## src/rtl/mvm_pkg.sv

```systemverilog
// mvm_pkg: shared constants and types for the matrix-vector multiply result path.
package mvm_pkg;
  localparam int OWIDTH     = 32;
  localparam int NUM_OLANES = 27;
  localparam int LANEW      = $clog2(NUM_OLANES);
  typedef logic [OWIDTH-1:0] result_vec_t [0:NUM_OLANES-1];
  typedef enum logic {EMPTY, STREAM} drain_state_e;
endpackage

```

## src/rtl/mvm_result_drain_bank.sv

```systemverilog
// result_bank: one captured lane-result vector with a lane-indexed read mux.
module result_bank
  import mvm_pkg::*;
(
  input  logic              clk,
  input  logic              i_we,
  input  result_vec_t       i_data,
  input  logic [LANEW-1:0]  i_lane,
  output logic [OWIDTH-1:0] o_data
);
  result_vec_t r_mem;
  always_ff @(posedge clk)
    if (i_we) r_mem <= i_data;
  assign o_data = r_mem[i_lane];
endmodule

```

## src/rtl/mvm_result_drain.sv

```systemverilog
// mvm_result_drain: captures engine result vectors into two banks and streams them lane by lane.
module mvm_result_drain
  import mvm_pkg::*;
(
  input  logic              clk,
  input  logic              rst,
  input  result_vec_t       i_result,
  input  logic              i_valid,
  output logic [OWIDTH-1:0] o_data,
  output logic [LANEW-1:0]  o_lane,
  output logic              o_last,
  output logic              o_valid,
  input  logic              i_ready,
  output logic [1:0]        o_level,
  output logic              o_overflow,
  input  logic              i_clr_overflow
);
  drain_state_e      r_state, w_state_nxt;
  logic              r_wptr, r_rptr, r_overflow;
  logic [1:0]        r_level;
  logic [LANEW-1:0]  r_lane;
  logic              w_xfer, w_last_acc, w_cap, w_drop;
  logic [OWIDTH-1:0] w_bank0, w_bank1;
  // A full store can still capture when the bank being released finishes this cycle.
  assign w_xfer     = o_valid & i_ready;
  assign w_last_acc = w_xfer & o_last;
  assign w_cap      = i_valid & ((r_level != 2'd2) | w_last_acc);
  assign w_drop     = i_valid & ~w_cap;
  result_bank u_bank0 (
    .clk(clk), .i_we(w_cap & ~r_wptr), .i_data(i_result), .i_lane(r_lane), .o_data(w_bank0)
  );
  result_bank u_bank1 (
    .clk(clk), .i_we(w_cap & r_wptr), .i_data(i_result), .i_lane(r_lane), .o_data(w_bank1)
  );
  always_ff @(posedge clk or negedge rst)
    if (!rst) r_state <= EMPTY;
    else      r_state <= w_state_nxt;
  always_comb
    w_state_nxt = (r_state == EMPTY) ? (w_cap ? STREAM : EMPTY)
                : ((w_last_acc && !w_cap && r_level == 2'd1) ? EMPTY : STREAM);
  always_comb begin
    o_valid = (r_state == STREAM);
    o_last  = o_valid & (r_lane == LANEW'(NUM_OLANES - 1));
    o_data  = o_valid ? (r_rptr ? w_bank1 : w_bank0) : '0;
  end
  assign o_lane     = r_lane;
  assign o_level    = r_level;
  assign o_overflow = r_overflow;
  always_ff @(posedge clk or negedge rst)
    if (!rst) begin
      r_wptr     <= 1'b0;
      r_rptr     <= 1'b0;
      r_level    <= 2'd0;
      r_lane     <= '0;
      r_overflow <= 1'b0;
    end else begin
      if (w_cap) r_wptr <= ~r_wptr;
      if (w_last_acc) r_rptr <= ~r_rptr;
      r_level    <= r_level + 2'(w_cap) - 2'(w_last_acc);
      if (w_xfer) r_lane <= o_last ? '0 : r_lane + 1'b1;
      r_overflow <= w_drop | (r_overflow & ~i_clr_overflow);
    end
endmodule

```

## config.mk

```make
export PLATFORM = sky130hd
export DESIGN_NAME = mvm_result_drain
export DESIGN_NICKNAME = d
export VERILOG_FILES = /design/src/rtl/mvm_pkg.sv /design/src/rtl/mvm_result_drain_bank.sv /design/src/rtl/mvm_result_drain.sv
export SDC_FILE = /design/constraint.sdc
export NUM_CORES = 2
export LEC_CHECK = 0
export ABC_CLOCK_PERIOD_IN_PS = 59000
export CELL_PAD_IN_SITES_DETAIL_PLACEMENT = 0
export CELL_PAD_IN_SITES_GLOBAL_PLACEMENT = 1
export CORE_UTILIZATION = 40
export DETAILED_ROUTE_END_ITERATION = 7
export GPL_ROUTABILITY_DRIVEN = 1
export GPL_TIMING_DRIVEN = 0
export PLACE_DENSITY_LB_ADDON = 0.1
export SLEW_MARGIN = 20
export SYNTH_ARGS = -nofsm -noshare
export SYNTH_HDL_FRONTEND = slang
export SYNTH_SLANG_ARGS = --single-unit
```

## constraint.sdc

```tcl
create_clock -name clk -period 59 [get_ports clk]
set_input_delay 17.7 -clock clk [delete_from_list [all_inputs] [get_ports clk]]
set_output_delay 17.7 -clock clk [all_outputs]
set_load 0.01 [all_outputs]
```

==> results.cfg <==
[power]
internal_power_w = 0.00288
peakVddDrop_mv = 0.0312
power_density_nw_per_um2 = 50.3
sequentialPowerShare_pct = 39.7
share_clk_of_total_power_pct = 25.6
power_switching_share_pct = 34.2
switchingPower_w = 0.00150
p_leak_nw = 29.5
comb_power_share_pct = 34.7

[final_layout]
mostFrequentLayoutCells = sky130_fd_sc_hd__edfxtp_1 (1728), sky130_fd_sc_hd__clkdlybuf4s50_1 (910), sky130_fd_sc_hd__mux2i_1 (492)
post_route_cells_drive_above_1_share_pct = 14.6
area_growth_syn_to_layout_pct = 29.3
final_nets = 5451
final_cell_area_sq_um = 87200
layout.cells.most_common = sky130_fd_sc_hd__edfxtp_1

[critical_path]
crit_slowest_cell = sky130_fd_sc_hd__o22ai_1
path_depth = 9
path_class = register to primary output
cp-endpoint = o_data[22]
reg2reg_depth = 17
path_buf_inv = 5
setup.worst_path.start_class = register
cp.arrival_ps = 5750
path_max_fanout = 10
timing.critical_path.from = o_lane[1]$_DFFE_PN0P_
timing.critical_path.mode_cell = sky130_fd_sc_hd__buf_2
max_stage_delay_ps = 930
critPathCaptureType = primary output
regToRegEndpoint = u_bank0.r_mem[848]$_DFFE_PP_
crit_path_cell_trace = buf_2 > buf_2 > buf_2 > nand2_1 > clkbuf_1 > o22ai_1 > nor3_1 > o21a_1 > clkdlybuf4s50_1
worstReg2RegStart = o_lane[0]$_DFFE_PN0P_
worst-r2r-setup-slack_ps = 54210
worst_path_dominant_cell_family = buffers and inverters
worst_ep_required_time_ps = 41300

[die]
floorplan.rows = 150
dieWidth_microns = 412
top_level_ports = 911
starting_density_of_the_core_pct = 40.3
core_area_sq_um = 167000
dieHeight_microns = 412
dieArea_sq_um = 170000

[sta]
final_period_minus_worst_setup_slack_ps = 23450
worst_slew_margin_rel_pct = 18.0
max_freq_mhz = 42.6
finalHoldViolCount = 0
unrepaired_setup_endpoints_after_global_routing = false
post-route-period-util_pct = 39.8
final-setup-viol-count = 0
timing.setup.tns_ps = 0
worst-slew-pin-transition_ps = 1230
drv_slew = 0
setup_ws_ps = 35550
timing.clock.skew_ps = 16.2

[routing]
length_of_routed_met3_wiring_mm = 24.1
drtAntennaViolNets = 0
drt-met1-wl_mm = 97.6
detail_route.wl_per_cell_microns = 36.2
initialDrtViolationCount = 4339
routed-via-count = 39000
drt_first_pass_iters = 6
met2_length_mm = 125
totalWireLength_mm = 253
vias_per_inst = 5.58
topRoutingLayerUsed = met5
post-route-drc-count = 0

[cts]
max-clock-path-buffers = 3
cts_setup_buffers = 0
cts_repair_resize_count = 0
insertion_delay_ps = 820
post_cts_hold_buffer_count = 0
clock_tree.htree_level_count = 4
cts_num_sinks = 1739
numCtsBuffers = 186
clk_pin_slew_worst_paths_ps = 60
clock_tree.root_cell = sky130_fd_sc_hd__clkbuf_16
cts_tree = yes

[logic_synthesis]
synth_seq_cells = 1739
yosysWarningCount = 0
number_of_enable_type_register_cells_in_the_synthesized_netlist = 1728
synth_fp_nets = 4269
async_set_or_reset_flop_fraction_in_the_synthesized_netlist_pct = 0.633
synth.yosys.seq_area_share_pct = 77.4
synthCells = 3395
dominantRegCellSynth = sky130_fd_sc_hd__edfxtp_1
synth.avg_cell_area_sq_um = 19.8
mappedNetlistArea_sq_um = 67400
post_synth_num_cell_types = 48

[place]
place_area_sq_um = 81200
place_hpwl_mm = 193
finalWeightedCongestion = 0.840
buffer_ports.inserted = 910
dp_slack_ps = 36390

[global_routing]
grt_pass1_wl_mm = 332
overflow = 0
first_global_vias = 39200
antenna_found_initial = 131
grt_max_degree = 30
global_route.usage.total_pct = 29.4

[run_status]
run_status = finished, final reports clean

[hold_path]
hold_path.class = register to register

[job]
max_cap_violations = 0
layout make-up:
cell class	count	area [sq um]
plain buffers	196	1390
repair buffers	994	11100
clock inverters	92	783
multi-input cells	1454	13800
flip-flops and latches	1739	52200
clock buffers	236	4970
diodes	68	170
well taps	2204	2760
fillers	13600	80100
inverters	6	22.5
state kept, by name (all words and copies together) (netlist names):
register	cells
o_overflow	1
o_level	2
u_bank0.r_mem	864
u_bank1.r_mem	864
o_valid	1
r_rptr	1
o_lane	5
r_wptr	1
layer usage:
metal | track usage [%] | vias up
met5 | 0 | -
met4 | 8.54 | 112
li1 | - | 16400
met3 | 9.39 | 441
met2 | 48.9 | 1802
met1 | 36.7 | 20200
worst min-delay path by stage:
stage	from	slack, ps	endpoint	cells past startpoint
after floorplan	r_wptr$_DFFE_PN0P_	470	r_wptr$_DFFE_PN0P_	1
after global placement	r_wptr$_DFFE_PN0P_	480	r_wptr$_DFFE_PN0P_	1
after detailed placement	o_level[1]$_DFF_PN0_	520	o_level[1]$_DFF_PN0_	1
after global routing	o_level[1]$_DFF_PN0_	580	o_level[1]$_DFF_PN0_	1
final	o_level[1]$_DFF_PN0_	540	o_level[1]$_DFF_PN0_	1
after CTS	o_level[1]$_DFF_PN0_	530	o_level[1]$_DFF_PN0_	1
through the flow:
step	hold slack (ps)	power, W	utilization (%)	instances
CTS	531	0.00441	52.0	6921
global placement	482	0.00391	47.4	6509
global route	577	0.00452	52.1	6949
floorplan	468	0.00296	-	3395
finish	542	0.00438	52.1	6989
detailed placement	522	0.00329	48.6	6593
Yosys cell counts (all sizes together) (4+ instances only):
library cell / count / area (sq um)
edfxtp: 1728 / 51900
mux2i: 492 / 4920
mux4: 192 / 4320
nand2: 152 / 571
buf: 143 / 1170
a22oi: 122 / 916
a21oi: 82 / 410
o21ai: 74 / 370
nor2: 59 / 221
clkbuf: 53 / 199
o22ai: 47 / 294
a211oi: 36 / 270
nand3: 27 / 135
a221oi: 21 / 184
nor2b: 17 / 106
nand4: 12 / 75.1
a222oi: 11 / 110
dfrtp: 11 / 275
mux2: 11 / 124
o21a: 11 / 82.6
o211ai: 10 / 75.1
a311oi: 9 / 78.8
a31o: 8 / 70.1
o221ai: 8 / 70.1
nor4: 7 / 43.8
o311a: 7 / 70.1
inv: 6 / 22.5
nor3: 6 / 35.0
ha: 5 / 62.6
nand2b: 5 / 31.3
a211o: 4 / 35.0
logic make-up after synthesis:
| group | after synthesis | share of synthesized area, % |
|---|---|---|
| flops | 1739 | 77.4 |
| simple gates | 294 | 1.89 |
| mux | 695 | 13.9 |
| buf+inv | 202 | 2.06 |
| fa+ha+maj | 5 | 0.0928 |
| compound gates | 454 | 4.55 |
| xor+xnor | 6 | 0.0780 |
power by group through the flow:
| stage | clock (W) | combinational (W) | sequential, W |
|---|---|---|---|
| 2_1_floorplan | 0 | 0.000728 | 0.00223 |
| 3_3_place_gp | 0 | 0.00141 | 0.00251 |
| 3_5_place_dp | 0 | 0.00152 | 0.00177 |
| 4_1_cts | 0.00114 | 0.00153 | 0.00174 |
| 5_1_grt | 0.00118 | 0.00158 | 0.00176 |
| 6_report | 0.00112 | 0.00152 | 0.00174 |
No activity file was read; power rests on OpenSTA's default activity.
